**config.mk**
```make
export PLATFORM = sky130hd
export DESIGN_NAME = fpmul_pipe
export DESIGN_NICKNAME = d
export VERILOG_FILES = /design/src/rtl/fpmul_pipe.sv
export SDC_FILE = /design/constraint.sdc
export NUM_CORES = 2
export LEC_CHECK = 0
export BUFFER_PORTS_ARGS = -buffer_cell sky130_fd_sc_hd__buf_2
export CORE_UTILIZATION = 62
export DETAILED_ROUTE_END_ITERATION = 6
export HOLD_SLACK_MARGIN = 0.06
export MAX_ROUTING_LAYER = met4
export PLACE_DENSITY = 0.85
export SYNTH_ARGS = -nofsm -noshare
export SYNTH_HDL_FRONTEND = slang
export SYNTH_SLANG_ARGS = --single-unit
export TNS_END_PERCENT = 30
```
**constraint.sdc**
```tcl
create_clock -name clk -period 7.3 [get_ports clk]
set_input_delay 1.095 -clock clk [delete_from_list [all_inputs] [get_ports clk]]
set_output_delay 1.095 -clock clk [all_outputs]
set_load 0.01 [all_outputs]
```
**src/rtl/fpmul_pipe.sv**
```systemverilog
// fpmul_pipe: 3-stage pipelined floating-point multiplier with a global-stall valid/ready handshake.
// Build option FPMUL_PIPE_RNE_EN selects round-to-nearest-even; without it the result is truncated.
module fpmul_pipe #(
  parameter  int EXP_W = 8,
  parameter  int MAN_W = 23,
  localparam int W     = EXP_W + MAN_W + 1
) (
  input  logic         clk,
  input  logic         rst_n,
  input  logic         in_valid,
  output logic         in_ready,
  input  logic [W-1:0] in_a,
  input  logic [W-1:0] in_b,
  output logic         out_valid,
  input  logic         out_ready,
  output logic [W-1:0] out_s,
  output logic [3:0]   out_flags
);
  localparam int STAGES = 3;
  localparam int EW2    = EXP_W + 2;
  localparam int MW1    = MAN_W + 1;
  localparam int PW     = 2 * MAN_W + 2;
  localparam logic signed [EW2-1:0] BIAS = EW2'((1 << (EXP_W - 1)) - 1);
  localparam logic signed [EW2-1:0] EMAX = EW2'((1 << EXP_W) - 1);

  typedef enum logic [1:0] {K_FIN, K_NAN, K_INF, K_ZERO} kind_e;

  typedef struct packed {
    logic                  sign;
    kind_e                 kind;
    logic                  inv;
    logic signed [EW2-1:0] exp;
    logic [MW1-1:0]        ma;
    logic [MW1-1:0]        mb;
  } s1_t;

  typedef struct packed {
    logic                  sign;
    kind_e                 kind;
    logic                  inv;
    logic signed [EW2-1:0] exp;
    logic [PW-1:0]         prod;
  } s2_t;

  logic [STAGES:1] vld_pipe_q;
  logic            advance;
  s1_t             s1_d, s1_q;
  s2_t             s2_d, s2_q;
  logic [W-1:0]    s_d, s_q;
  logic [3:0]      f_d, f_q;

  assign advance   = ~vld_pipe_q[STAGES] | out_ready;
  assign in_ready  = advance;
  assign out_valid = vld_pipe_q[STAGES];
  assign out_s     = s_q;
  assign out_flags = f_q;

  // Stage 1: unpack and classify; subnormals read as zero because exp==0.
  logic             sa, sb, za, zb, ia, ib, na, nb;
  logic [EXP_W-1:0] ea, eb;
  logic [MAN_W-1:0] fa, fb;

  assign {sa, ea, fa} = in_a;
  assign {sb, eb, fb} = in_b;
  assign za = (ea == '0);
  assign zb = (eb == '0);
  assign ia = (&ea) & (fa == '0);
  assign ib = (&eb) & (fb == '0);
  assign na = (&ea) & (fa != '0);
  assign nb = (&eb) & (fb != '0);

  always_comb begin
    s1_d      = '0;
    s1_d.sign = sa ^ sb;
    s1_d.inv  = (ia & zb) | (ib & za) | (na & ~fa[MAN_W-1]) | (nb & ~fb[MAN_W-1]);
    if (na | nb | (ia & zb) | (ib & za)) s1_d.kind = K_NAN;
    else if (ia | ib)                     s1_d.kind = K_INF;
    else if (za | zb)                     s1_d.kind = K_ZERO;
    else                                  s1_d.kind = K_FIN;
    s1_d.exp = $signed({2'b00, ea}) + $signed({2'b00, eb}) - BIAS;
    s1_d.ma  = {1'b1, fa};
    s1_d.mb  = {1'b1, fb};
  end

  // Stage 2: full-width mantissa product.
  always_comb begin
    s2_d.sign = s1_q.sign;
    s2_d.kind = s1_q.kind;
    s2_d.inv  = s1_q.inv;
    s2_d.exp  = s1_q.exp;
    s2_d.prod = {{MW1{1'b0}}, s1_q.ma} * {{MW1{1'b0}}, s1_q.mb};
  end

  // Stage 3: normalize, round, range-check and pack.
  logic                  msb, g, st;
  logic [MAN_W-1:0]      frac_t, frac_f;
  logic signed [EW2-1:0] exp_n, exp_f;
`ifdef FPMUL_PIPE_RNE_EN
  logic                  inc, cout;
  logic [MAN_W-1:0]      frac_r;
`endif

  always_comb begin
    msb = s2_q.prod[PW-1];
    if (msb) begin
      frac_t = s2_q.prod[2*MAN_W:MAN_W+1];
      g      = s2_q.prod[MAN_W];
      st     = |s2_q.prod[MAN_W-1:0];
    end else begin
      frac_t = s2_q.prod[2*MAN_W-1:MAN_W];
      g      = s2_q.prod[MAN_W-1];
      st     = |s2_q.prod[MAN_W-2:0];
    end
    exp_n = s2_q.exp + $signed({{(EW2-1){1'b0}}, msb});
`ifdef FPMUL_PIPE_RNE_EN
    inc            = g & (st | frac_t[0]);
    {cout, frac_r} = {1'b0, frac_t} + {{MAN_W{1'b0}}, inc};
    frac_f         = cout ? '0 : frac_r;
    exp_f          = exp_n + $signed({{(EW2-1){1'b0}}, cout});
`else
    frac_f = frac_t;
    exp_f  = exp_n;
`endif
    s_d = '0;
    f_d = '0;
    case (s2_q.kind)
      K_NAN: begin
        s_d = {1'b0, {EXP_W{1'b1}}, 1'b1, {(MAN_W-1){1'b0}}};
        f_d = {s2_q.inv, 3'b000};
      end
      K_INF:  s_d = {s2_q.sign, {EXP_W{1'b1}}, {MAN_W{1'b0}}};
      K_ZERO: s_d = {s2_q.sign, {(W-1){1'b0}}};
      default: begin
        if (exp_f >= EMAX) begin
          s_d = {s2_q.sign, {EXP_W{1'b1}}, {MAN_W{1'b0}}};
          f_d = 4'b0101;
        end else if (exp_f[EW2-1] || exp_f == '0) begin
          s_d = {s2_q.sign, {(W-1){1'b0}}};
          f_d = 4'b0011;
        end else begin
          s_d = {s2_q.sign, exp_f[EXP_W-1:0], frac_f};
          f_d = {3'b000, g | st};
        end
      end
    endcase
  end

  always_ff @(posedge clk or negedge rst_n) begin
    if (!rst_n) begin
      vld_pipe_q <= '0;
      s1_q       <= '0;
      s2_q       <= '0;
      s_q        <= '0;
      f_q        <= '0;
    end else if (advance) begin
      vld_pipe_q <= {vld_pipe_q[STAGES-1:1], in_valid};
      if (in_valid)      s1_q <= s1_d;
      if (vld_pipe_q[1]) s2_q <= s2_d;
      if (vld_pipe_q[2]) begin
        s_q <= s_d;
        f_q <= f_d;
      end
    end
  end
endmodule
```
# Word level (Yosys, flattened, before mapping)
# Index checks and enable logic that the tools add are counted.
op_classes:
  eq_ne: 3
  multipliers: 1
  n_reduce_logical: 16
  n_bitwise: 22
  shifts: 0
  n_div: 0
  mux: 12
  order_cmp: 1
  addsub: 3
ops:
  columns: ["operator", "n"]
  rows:
  - ["case mux 32 bit (3 select lines)", 1]
  - ["2-to-1 mux 31 bit", 2]
  - ["multiplier 24 x 24 -> 48 bit", 1]
  - ["logical NOT 23 bit", 2]
  - ["nonzero test 23 bit", 2]
  - ["2-to-1 mux 23 bit", 1]
  - ["OR reduction 23 bit", 1]
  - ["OR reduction 22 bit", 1]
  - ["logical NOT 8 bit", 2]
  - ["AND reduction 8 bit", 2]
  - ["adder 10 x 2 -> 10 bit", 1]
  - ["greater-or-equal comparator 10 x 9 -> 1 bit, second input constant", 1]
  - ["logical NOT 10 bit", 1]
  - ["bitwise OR 1 bit", 10]
  - ["subtractor 9 x 7 -> 10 bit, second input constant", 1]
  - ["adder 8 x 8 -> 9 bit", 1]
  - ["AND 1 bit", 8]
  - ["2-to-1 mux 2 bit", 4]
  - ["case mux 4 bit (2 select lines)", 1]
  - ["AND reduction 2 bit", 3]
  - ["== test 2 bit, second input constant", 2]
  - ["2-to-1 mux 3 bit", 1]
  - ["inverter 1 bit", 3]
  - ["== test 2 x 1 -> 1 bit, second input constant", 1]
  - ["4 further kinds", 5]
word_totals:
  inputBits: 68
  mem_bits_rw: 0
  elab_cells: 72
  rom_bits: 0
  n_memories: 0
  output_inout_bits: 38
  register_bits: 163
  latch_bits: 0

# Depth between registers and ports, before layout
depth:
  ltp_word: 6
  depth_mapped: 27
  depth_no_buf: 25

# Worst setup path after synthesis
# OpenSTA, ideal clock, no wires.
synth_path:
  kind: "reg-to-reg"
  startpoint: "reg s1_q[3] (netlist name)"
  endpoint: "reg s2_q[39] (netlist name)"
  required_time_ps: 7169
  setup_slack_ps: 810
  n_path_buf: 2
  setup_time_ps: 131
  synth_period_minus_slack_ps: 6490
  arrival_ps: 6359
  path_stages_with_launch: 26
  cell_sequence: "dfrtp_1 -> clkbuf_1 -> nand2_1 -> fa_1 -> inv_1 -> fa_1 -> inv_1 -> fa_1 -> inv_1 -> fa_1 -> inv_1 -> fa_1 -> inv_1 -> fa_1 -> inv_1 -> fa_1 -> inv_1 -> ha_1 -> clkbuf_1 -> nand2_1 -> o211ai_4 -> a31o_4 -> a21oi_4 -> o41ai_4 -> a21oi_1 -> or3_1"
synth_via:
  elab_chain_cells: 1
synth_lines:
  columns: ["element", "line_no", "rtl"]
  rows:
  - ["from (decl)", "47", "s1_t s1_d, s1_q;"]
  - ["from (signal assigned)", "151", "s1_q <= '0;"]
  - ["from (signal assigned)", "157", "if (in_valid) s1_q <= s1_d;"]
  - ["multiplier 24 x 24 -> 48 bit", "91", "s2_d.prod = {{MW1{1'b0}}, s1_q.ma} * {{MW1{1'b0}}, s1_q.mb};"]
  - ["to (signal assigned)", "152", "s2_q <= '0;"]
  - ["to (signal assigned)", "158", "if (vld_pipe_q[1]) s2_q <= s2_d;"]
  - ["to (decl)", "48", "s2_t s2_d, s2_q;"]
# Every way passes these cells.
# A chain may end at the register's enable or synchronous reset.

# Worst setup path in the final report
layout_path:
  startpoint: "reg s1_q[21] (netlist name)"
  endpoint: "reg s2_q[42] (netlist name)"
# The elaborated chain is that of the path after synthesis.

==> results by group <==
Status
  • Outcome: completed

Floorplan
  • Die width: 208 um
  • Total Die Area: 0.0431 mm2
  • Die H: 208 um
  • Starting Density: 0.635
  • Core Footprint: 0.0413 mm2
  • Number of core rows: 74
  • Num ports: 106

Timing
  • Max Freq: 143 MHz
  • Fin crit period: 6.97 ns
  • Period utilization: 0.955
  • Clk_skew: 0.0149 ns
  • Setup repair after global routing missed its margin: false
  • Max_slew headroom: 0.263
  • Least-Margin Pin Slew: 1.11 ns
  • Setup TNS: 0 ns
  • Final slew viol count: 0
  • Setup violators final: 0
  • Final hold viol count: 0

GRT
  • GR Util met2: 0.559
  • Pin count of the biggest net entering global routing: 109
  • Initial antenna violation count: 2
  • M1 GR Usage: 0.402
  • Grt peak-use layer: met2
  • First-pass GRT wire length: 110000 um
  • Vias in the first global route: 21700
  • Overall routing resource usage: 0.342
  • Total grt overflow: 0
  • GR Layer Usage met3: 0.0610

Clock network
  • CTS buffer count: 17
  • Hold Buf Count CTS: 0
  • CTS tree: yes
  • Worst-Skew Late Latency: 0.51 ns
  • Clock sinks: 162
  • Clock buffer depth: 2
  • Clk slew on worst S/H paths: 0.07 ns
  • Clock root cell: clkbuf_16
  • Htree depth: 4

Routing
  • Iteration-0 DRC count of the detailed router: 1324
  • Avg WL per Cell: 19.6 um
  • Routed Wire Length: 67200 um
  • Post-detailed-route count of antenna-violating nets: 0
  • Number of remaining DRC errors: 0
  • Vias per cell: 5.74
  • Via count: 19700
  • TritonRoute pass-1 iters: 6

Yosys
  • Post-synth top cells: 580 x inv_1, 483 x fa_1, 423 x nand2_1, 284 x and2_1, 195 x ha_1
  • Synth Instances: 2826
  • Syn Std Cell Area: 0.0262 mm2
  • EDFF count, synth: 0
  • Cell taking the most area after synthesis: fa_1
  • Avg Cell Area, Syn: 9.28 um2
  • Ys flop type: dfrtp_1
  • Top cells by area, synth: fa_1 37%, dfrtp_1 15%, ha_1 9.3%
  • Seq cells post-synth: 162
  • Post-synth net total: 3572
  • Count leader, synth: inv_1
  • Synth unique cells: 62
  • Yosys warning total: 0
  • Synth top area share: 0.369
  • Sequential area share after synthesis: 0.155
  • Ys async rst share: 1.00

Critical path
  • CP max stage delay: 0.90 ns
  • Endpoint type of the worst setup path: flip-flop
  • Worst path cell trace: buf_4 > nand2_1 > fa_1 > fa_1 > fa_1 > fa_1 > fa_1 > inv_1 > fa_1 > ha_1 > ha_1 > a21o_1 > a21o_1 > a21oi_1 > or3b_1 > o21ai_1 > a21boi_0 > o21a_1 > o31ai_1
  • Cell mode on critical path: fa_1
  • Critical path arrival: 7.37 ns
  • Worst-path fanout max: 16
  • Worst path required time: 7.70 ns
  • Crit start category: flip-flop
  • Worst Path Class, Setup: reg2reg
  • CP max-delay cell: dfrtp_1

Job
  • MaxCap Viol Count: 0

Placed design
  • Dpl cells: 3398
  • Post-DP HPWL: 54800 um
  • Placed standard-cell area: 0.0276 mm2
  • GPL Wtd Cong: 1.02
  • Buffers on Ports: 105

Finish
  • Fraction of layout instances using a drive strength above 1: 0.114
  • Final Net Count: 3633
  • Area Growth Syn to Fin: 7.56%
  • Final Cell Area: 0.0282 mm2
  • FILL cells: 3136
  • Diode count: 0
  • Non-filler cells, final: 3431

Hold path
  • Min-Delay Path Class: reg2reg
==> final timing paths <==
path                             endpoint  startpoint  slack [ns]  cells after the start
worst max-delay path             s2_q[42]    s1_q[21]        0.33                     19
worst min-delay path             s1_q[57]    s1_q[57]        0.48                      2
worst max register to register   s2_q[42]    s1_q[21]        0.33                     19
worst min register to register   s1_q[57]    s1_q[57]        0.48                      2
max in group asynchronous        s1_q[12]       rst_n        5.00                      2
min in group asynchronous       out_s[19]       rst_n        0.71                      1
==> layout make-up <==
type                    instances  area, um2  share of cell area
inverters                     580       2180              0.0772
clock buffers                  18        429              0.0152
flip-flops and latches        162       4080               0.145
multi-input cells            1934      19400               0.689
well taps                     532        666              0.0236
clock inverters                13        136             0.00484
repair buffers                192       1270              0.0451
==> placed cells by master (no fill, tap or decap), types with 9 or more instances in the layout <==
cell / n
nand2_1: 422
dfrtp_2: 23
o21ai_0: 94
buf_4: 80
a21o_1: 33
buf_2: 104
nor3_1: 17
dfrtp_1: 139
a21oi_1: 50
inv_1: 580
xnor2_1: 35
nand4_1: 21
xor2_1: 22
o21ai_1: 9
clkbuf_16: 17
and2_1: 284
nand3_1: 19
nor4_1: 22
fa_1: 483
mux2_2: 66
nor2_1: 34
a31oi_1: 9
ha_1: 195
mux2i_1: 24
==> state kept, by name, indices dropped and copies added (netlist names) <==
register    count
s1_q           61
msb             1
out_s          32
s2_q           61
vld_pipe_q      3
out_flags       4
==> cells by family (layout without fill, tap and decap cells) <==
family,after synthesis,in the layout,share of synthesized area
adder cells (fa/ha/maj),678,678,0.462
multiplexers,90,90,0.0375
buffers and inverters,730,803,0.105
flip-flops,162,162,0.155
AND/OR/NAND/NOR,854,854,0.159
AO/OA/AOI/OAI,255,255,0.0625
XOR/XNOR,57,57,0.0190
==> metrics by stage <==
stage / util / hold slack [ns] / setup WS, ns
floorplan: - / 0.439 / 0.810
global placement: 0.668 / 0.447 / 0.298
detailed placement: 0.668 / 0.465 / 0.143
CTS: 0.681 / 0.483 / 0.0733
global route: 0.683 / 0.503 / 0.0198
finish: 0.683 / 0.480 / 0.331
==> worst max-delay path: cells and delay by family (launching register included) <==
| kind | cells | cell delay, ns |
|---|---|---|
| fa+ha+maj | 8 | 3.73 |
| compound gates | 7 | 1.32 |
| flops | 1 | 0.90 |
| simple gates | 2 | 0.49 |
| buf+inv | 2 | 0.40 |
==> metal layers <==
metal  share of wire  wire length (um)
met5               0                 0
met2            0.49             33200
met1            0.37             25000
met4           0.060              4040
met3           0.073              4930
==> timing repair <==
item / 4_1_cts / 5_1_grt
resized for setup: 0 / 25
buffers inserted: 0 / 2
setup endpoints to repair: 0 / 10
Power is not shown: default switching activity piles up to over one toggle a cycle in this logic, so the estimate is an artifact.
